[config.mk]
export PLATFORM = sky130hd
export DESIGN_NAME = decode_stage
export DESIGN_NICKNAME = d
export VERILOG_FILES = /design/src/rtl/decode_stage.sv
export SDC_FILE = /design/constraint.sdc
export NUM_CORES = 1
export LEC_CHECK = 0
export ABC_AREA = 1
export CORE_UTILIZATION = 50
export CTS_BUF_LIST = sky130_fd_sc_hd__clkbuf_8
export DETAILED_ROUTE_END_ITERATION = 6
export PLACE_DENSITY = 0.85
export SYNTH_ARGS = -nofsm -noshare
export SYNTH_HDL_FRONTEND = slang
export SYNTH_SLANG_ARGS = --single-unit
[constraint.sdc]
create_clock -name clk -period 1.81 [get_ports clk]
set_input_delay 0.362 -clock clk [delete_from_list [all_inputs] [get_ports clk]]
set_output_delay 0.362 -clock clk [all_outputs]
set_load 0.005 [all_outputs]
[src/rtl/decode_stage.sv]
// RISC-V decode stage: splits an instruction into fields, classifies its format and
// builds the sign-extended immediate, behind a registered valid/ready output stage.
module decode_stage #(
  parameter int XLEN = 32,
  parameter bit SKID = 1'b1
) (
  input  logic            clk,
  input  logic            rst_n,
  input  logic            flush,
  input  logic            in_valid,
  output logic            in_ready,
  input  logic [31:0]     in_insn,
  input  logic [XLEN-1:0] in_pc,
  output logic            out_valid,
  input  logic            out_ready,
  output logic [XLEN-1:0] out_pc,
  output logic [6:0]      opcode,
  output logic [4:0]      rd,
  output logic [2:0]      funct3,
  output logic [4:0]      rs1,
  output logic [4:0]      rs2,
  output logic [6:0]      funct7,
  output logic [5:0]      shamt,
  output logic [XLEN-1:0] imm,
  output logic [2:0]      fmt,
  output logic            illegal
);

  typedef enum logic [2:0] {
    FMT_R = 3'd0, FMT_I = 3'd1, FMT_S = 3'd2, FMT_B = 3'd3,
    FMT_U = 3'd4, FMT_J = 3'd5, FMT_ILL = 3'd7
  } fmt_e;

  typedef struct packed {
    logic [XLEN-1:0] pc;
    logic [6:0]      opcode;
    logic [4:0]      rd;
    logic [2:0]      funct3;
    logic [4:0]      rs1;
    logic [4:0]      rs2;
    logic [6:0]      funct7;
    logic [5:0]      shamt;
    logic [XLEN-1:0] imm;
    logic [2:0]      fmt;
    logic            illegal;
  } dec_t;

  dec_t        dec_in, out_q;
  fmt_e        f;
  logic [31:0] imm32;
  logic        out_vld, in_hs;

  always_comb begin
    f = FMT_ILL;
    if (in_insn[1:0] == 2'b11) begin
      case (in_insn[6:0])
        7'b0110011:                                         f = FMT_R;
        7'b0010011, 7'b0000011, 7'b1100111,
        7'b1110011, 7'b0001111:                             f = FMT_I;
        7'b0100011:                                         f = FMT_S;
        7'b1100011:                                         f = FMT_B;
        7'b0110111, 7'b0010111:                             f = FMT_U;
        7'b1101111:                                         f = FMT_J;
        // word-sized ops exist only on RV64
        7'b0011011: f = (XLEN == 64) ? FMT_I : FMT_ILL;
        7'b0111011: f = (XLEN == 64) ? FMT_R : FMT_ILL;
        default:                                            f = FMT_ILL;
      endcase
    end

    imm32 = '0;
    case (f)
      FMT_I:   imm32 = {{20{in_insn[31]}}, in_insn[31:20]};
      FMT_S:   imm32 = {{20{in_insn[31]}}, in_insn[31:25], in_insn[11:7]};
      FMT_B:   imm32 = {{20{in_insn[31]}}, in_insn[7], in_insn[30:25], in_insn[11:8], 1'b0};
      FMT_U:   imm32 = {in_insn[31:12], 12'b0};
      FMT_J:   imm32 = {{12{in_insn[31]}}, in_insn[19:12], in_insn[20], in_insn[30:21], 1'b0};
      default: imm32 = '0;
    endcase

    dec_in         = '0;
    dec_in.pc      = in_pc;
    dec_in.opcode  = in_insn[6:0];
    dec_in.rd      = in_insn[11:7];
    dec_in.funct3  = in_insn[14:12];
    dec_in.rs1     = in_insn[19:15];
    dec_in.rs2     = in_insn[24:20];
    dec_in.funct7  = in_insn[31:25];
    dec_in.shamt   = (XLEN == 64) ? in_insn[25:20] : {1'b0, in_insn[24:20]};
    dec_in.imm     = XLEN'($signed(imm32));
    dec_in.fmt     = f;
    dec_in.illegal = (f == FMT_ILL);
  end

  assign in_hs = in_valid & in_ready;

  generate
    if (SKID) begin : g_skid
      dec_t skid_q;
      logic skid_vld;

      // in_ready comes straight from a flop: no path from out_ready
      assign in_ready = ~skid_vld;

      always_ff @(posedge clk or negedge rst_n) begin
        if (!rst_n) begin
          out_vld  <= 1'b0;
          skid_vld <= 1'b0;
          out_q    <= '0;
          skid_q   <= '0;
        end else if (flush) begin
          out_vld  <= 1'b0;
          skid_vld <= 1'b0;
        end else if (!out_vld || out_ready) begin
          if (skid_vld) begin
            out_q    <= skid_q;
            out_vld  <= 1'b1;
            skid_vld <= 1'b0;
          end else begin
            out_vld <= in_hs;
            if (in_hs) out_q <= dec_in;
          end
        end else if (in_hs) begin
          skid_q   <= dec_in;
          skid_vld <= 1'b1;
        end
      end
    end else begin : g_reg
      assign in_ready = out_ready | ~out_vld;

      always_ff @(posedge clk or negedge rst_n) begin
        if (!rst_n) begin
          out_vld <= 1'b0;
          out_q   <= '0;
        end else if (flush) begin
          out_vld <= 1'b0;
        end else if (in_ready) begin
          out_vld <= in_hs;
          if (in_hs) out_q <= dec_in;
        end
      end
    end
  endgenerate

  assign out_valid = out_vld;
  assign out_pc    = out_q.pc;
  assign opcode    = out_q.opcode;
  assign rd        = out_q.rd;
  assign funct3    = out_q.funct3;
  assign rs1       = out_q.rs1;
  assign rs2       = out_q.rs2;
  assign funct7    = out_q.funct7;
  assign shamt     = out_q.shamt;
  assign imm       = out_q.imm;
  assign fmt       = out_q.fmt;
  assign illegal   = out_q.illegal;

endmodule

==> impl_metrics.prom <==
# TYPE chip_impl_metric gauge
chip_impl_metric{name="syn_inst",unit=""} 1094
chip_impl_metric{name="critical_path_peak_fanout",unit=""} 2
chip_impl_metric{name="max_slew.worst_pin.slew",unit="ns"} 0.531
chip_impl_metric{name="average_detailed_routed_wire_length_per_instance",unit="um"} 15.2
chip_impl_metric{name="setup_tns",unit="ns"} 0
chip_impl_metric{name="numPortBuffers",unit=""} 175
chip_impl_metric{name="post-place-cells",unit=""} 1480
chip_impl_metric{name="r2r_slack",unit="ns"} 0.22
chip_impl_metric{name="share_clk_of_total_power",unit="%"} 33.7
chip_impl_metric{name="routed_via_density",unit=""} 5.21
chip_impl_metric{name="hold_violations",unit=""} 0
chip_impl_metric{name="drive_gt1_share",unit="%"} 13.7
chip_impl_metric{name="floorplan.rows",unit=""} 49
chip_impl_metric{name="fin_nets",unit=""} 1371
chip_impl_metric{name="die_w",unit="um"} 138
chip_impl_metric{name="finalCritPeriodShare",unit="%"} 99.3
chip_impl_metric{name="grt_max_degree",unit=""} 89
chip_impl_metric{name="drt_iter0_markers",unit=""} 618
chip_impl_metric{name="multiInputGateArea",unit="um2"} 3510
chip_impl_metric{name="critical_path.max_stage_delay",unit="ns"} 0.52
chip_impl_metric{name="drc",unit=""} 0
chip_impl_info{name="r2r-end",value="g_skid.skid_q[2]"} 1
chip_impl_metric{name="path_clk_slew",unit="ns"} 0.06
chip_impl_info{name="hold_class",value="in -> reg"} 1
chip_impl_metric{name="required_time_of_the_critical_path",unit="ns"} 1.45
chip_impl_metric{name="die_area",unit="um2"} 19000
chip_impl_metric{name="areaGrowthSynthToFinish",unit="%"} 33.6
chip_impl_metric{name="synthesis.yosys.warnings",unit=""} 0
chip_impl_metric{name="power.sequential.fraction",unit="%"} 47.8
chip_impl_metric{name="sequential_cell_area",unit="um2"} 5050
chip_impl_metric{name="layout.cells.non_filler",unit=""} 1553
chip_impl_info{name="outcome",value="completed"} 1
chip_impl_metric{name="number_of_synthesized_register_bits",unit=""} 202
chip_impl_metric{name="layout_setup_ws",unit="ns"} 0.0131
chip_impl_metric{name="fill_cells",unit=""} 1431
chip_impl_metric{name="power.leakage",unit="nW"} 6.44
chip_impl_metric{name="first_global_vias",unit=""} 7548
chip_impl_metric{name="clkSinkCount",unit=""} 202
chip_impl_metric{name="die_height",unit="um"} 138
chip_impl_metric{name="start_util",unit="%"} 51.1
chip_impl_metric{name="cts_buffers",unit=""} 36
chip_impl_metric{name="mappedNetlistNets",unit=""} 1163
chip_impl_info{name="critPathCapture",value="imm[21]"} 1
chip_impl_metric{name="gp_weighted_congestion",unit=""} 0.869
chip_impl_metric{name="synth_area_per_cell",unit="um2"} 8.42
chip_impl_metric{name="power.net_switching",unit="mW"} 3.29
chip_impl_info{name="cts_tree",value="yes"} 1
chip_impl_metric{name="max-slew-margin-rel",unit="%"} 64.6
chip_impl_info{name="worst-setup-path-type",value="reg -> out"} 1
chip_impl_info{name="critical_path.startpoint_type",value="flip-flop"} 1
chip_impl_metric{name="detail_route.wirelength",unit="mm"} 23.6
chip_impl_info{name="crit_path_end_kind",value="output port"} 1
chip_impl_metric{name="dr.pass1.iters",unit=""} 5
chip_impl_metric{name="netlist-cell-type-count",unit=""} 34
chip_impl_info{name="cp_top_family",value="buffers and inverters"} 1
chip_impl_metric{name="antenna_found_initial",unit=""} 0
chip_impl_metric{name="num_io_pins",unit=""} 177
chip_impl_metric{name="critical_path_arrival",unit="ns"} 1.43
chip_impl_metric{name="cellPowerDensity",unit="nW/um2"} 976
chip_impl_metric{name="max_cap_violations",unit=""} 0
chip_impl_metric{name="max_freq",unit="GHz"} 0.557
chip_impl_info{name="setup_crit_start",value="imm[21]"} 1
chip_impl_info{name="timing.rr.start",value="out_valid"} 1
chip_impl_metric{name="core_area",unit="um2"} 18000
chip_impl_metric{name="cp_num_cells",unit=""} 1
chip_impl_metric{name="clk_latency",unit="ns"} 0.52
chip_impl_metric{name="finalClockSkew",unit="ns"} 0.0168
chip_impl_metric{name="placement_cell_area",unit="um2"} 11500
chip_impl_metric{name="seq_area_frac_synth",unit="%"} 54.8
chip_impl_metric{name="detail_placement_hpwl",unit="mm"} 15.8
chip_impl_metric{name="p_sw_share",unit="%"} 27.4
chip_impl_info{name="clockRootBuffer",value="clkbuf_8"} 1
chip_impl_metric{name="hold-worst-slack",unit="ns"} 0.232
chip_impl_metric{name="cellInternalPower",unit="mW"} 8.72
chip_impl_metric{name="clk_path_buf_depth",unit=""} 3
chip_impl_metric{name="netlist_area",unit="um2"} 9220
chip_impl_metric{name="antenna_cells",unit=""} 0
chip_impl_metric{name="grt_first_pass_wirelength",unit="mm"} 37.2
chip_impl_metric{name="report.final.setup_viol",unit=""} 0
chip_impl_metric{name="worst-r2r-cell-count",unit=""} 9
chip_impl_metric{name="h_tree_level_count",unit=""} 2
chip_impl_metric{name="total_power",unit="mW"} 12.0
chip_impl_metric{name="globalRoute.totalOverflow",unit=""} 0
chip_impl_info{name="crit_chain",value="clkdlybuf4s50_1"} 1
chip_impl_metric{name="finalCriticalPeriod",unit="ns"} 1.80
chip_impl_metric{name="final_cell_area",unit="um2"} 12300
chip_impl_info{name="critPathSlowestCell",value="clkdlybuf4s50_1"} 1
chip_impl_metric{name="crit_buf_inv",unit=""} 1
chip_impl_metric{name="antenna_violating_nets_post_route",unit=""} 0
chip_impl_metric{name="gr-usage-all-layers",unit="%"} 25.2
chip_impl_metric{name="share_comb_of_total_power",unit="%"} 18.4
chip_impl_metric{name="finalCoreUtilization",unit="%"} 68.3
chip_impl_metric{name="post-place-ws",unit="ns"} -0.487
chip_impl_metric{name="final_max_slew_viol_count",unit=""} 0
chip_impl_metric{name="ir_worst_vdd",unit="V"} 0.000575
chip_impl_metric{name="vias",unit=""} 8097
==> worst register-to-register path, stage by stage (launching register included) <==
cell and delay (ns):
dfrtp_1 0.36, inv_1 0.05, nor2_1 0.10, inv_1 0.08, nor2_1 0.21, nand3_4 0.14, inv_2 0.16, buf_12 0.18
nor2_1 0.05, a31oi_1 0.17
==> power groups by stage <==
stage               Clock [mW]  Combinational, mW  Sequential (mW)
finish                    4.05               2.21             5.75
global placement             0               2.14             5.78
global route              4.31               2.49             5.83
floorplan                    0              0.952             5.75
CTS                       4.12               2.23             5.75
detailed placement           0               2.22             5.82
==> state kept, by name (all words and copies together), names as in the netlist <==
name	count
opcode	7
fmt	3
funct7	7
imm	32
out_pc	32
g_skid.skid_q	100
out_valid	1
funct3	3
g_skid.skid_vld	1
rd	5
shamt	5
rs1	5
illegal	1
==> cells by family after synthesis <==
kind of cell,after synthesis,share of synthesized area [%]
simple gates,446,20.5
compound gates,285,17.1
flops,202,54.8
buf+inv,160,7.53
other cells,1,0.0407
==> area by class of cell <==
| type | instances | area share [%] |
|---|---|---|
| clock buffers | 42 | 4.69 |
| inverters | 88 | 2.82 |
| repair buffers | 242 | 19.8 |
| well taps | 229 | 2.33 |
| multi-input cells | 732 | 28.5 |
| flip-flops and latches | 202 | 41.0 |
| clock inverters | 18 | 0.833 |
==> what timing repair did <==
item | 4_1_cts | 5_1_grt
gates resized for setup | 15 | 30
pin swaps | 0 | 3
setup endpoints to repair | 16 | 45
endpoints found under the hold margin | 43 | 0
hold buffers | 1 | 0
setup buffers | 4 | 8
==> worst min path at each step <==
stage / from / slack (ns) / cells after the start / to
2_1_floorplan: rst_n / 0.07 / 0 / fmt[0]
3_3_place_gp: rst_n / 0.35 / 1 / imm[17]
3_5_place_dp: rst_n / 0.36 / 1 / imm[18]
4_1_cts: rst_n / 0.39 / 2 / imm[12]
5_1_grt: in_insn[0] / 0.22 / 3 / g_skid.skid_q[67]
6_report: in_insn[0] / 0.23 / 3 / g_skid.skid_q[67]
==> synth_stat cells (all sizes together) <==
master	count	area, um2
a21oi	15	97.6
a22oi	1	7.51
a31oi	10	113
buf	19	158
clkbuf	53	199
clkinv	1	3.75
conb	1	3.75
dfrtp	202	5050
inv	87	334
nand2	349	1350
nand3	32	220
nand4	3	25.0
nor2	61	285
nor4	1	6.26
o21ai	259	1360
==> cells in the final DEF (no fill, tap or decap), drive strengths merged <==
| cell type | n |
|---|---|
| nor2 | 61 |
| a22oi | 1 |
| nand3 | 32 |
| bufinv | 1 |
| dlygate4sd2 | 15 |
| dlygate4sd3 | 1 |
| clkbuf | 43 |
| nor4 | 1 |
| nand2 | 349 |
| o21ai | 259 |
| conb | 1 |
| nand4 | 3 |
| a31oi | 10 |
| dlymetal6s2s | 22 |
| inv | 100 |
| clkdlybuf4s50 | 137 |
| a21oi | 15 |
| clkinv | 3 |
| dfrtp | 202 |
| buf | 66 |
| clkinvlp | 2 |
==> layer usage <==
layer  GRT usage [%]  up-vias  routed length, um
met5               0        -                  0
met4            10.2        0                692
met3            4.71       53               1380
met2            40.7      277              11600
met1            33.4     3848               9970
li1                -     3919                  -
Power figures use the tool's default switching activity.
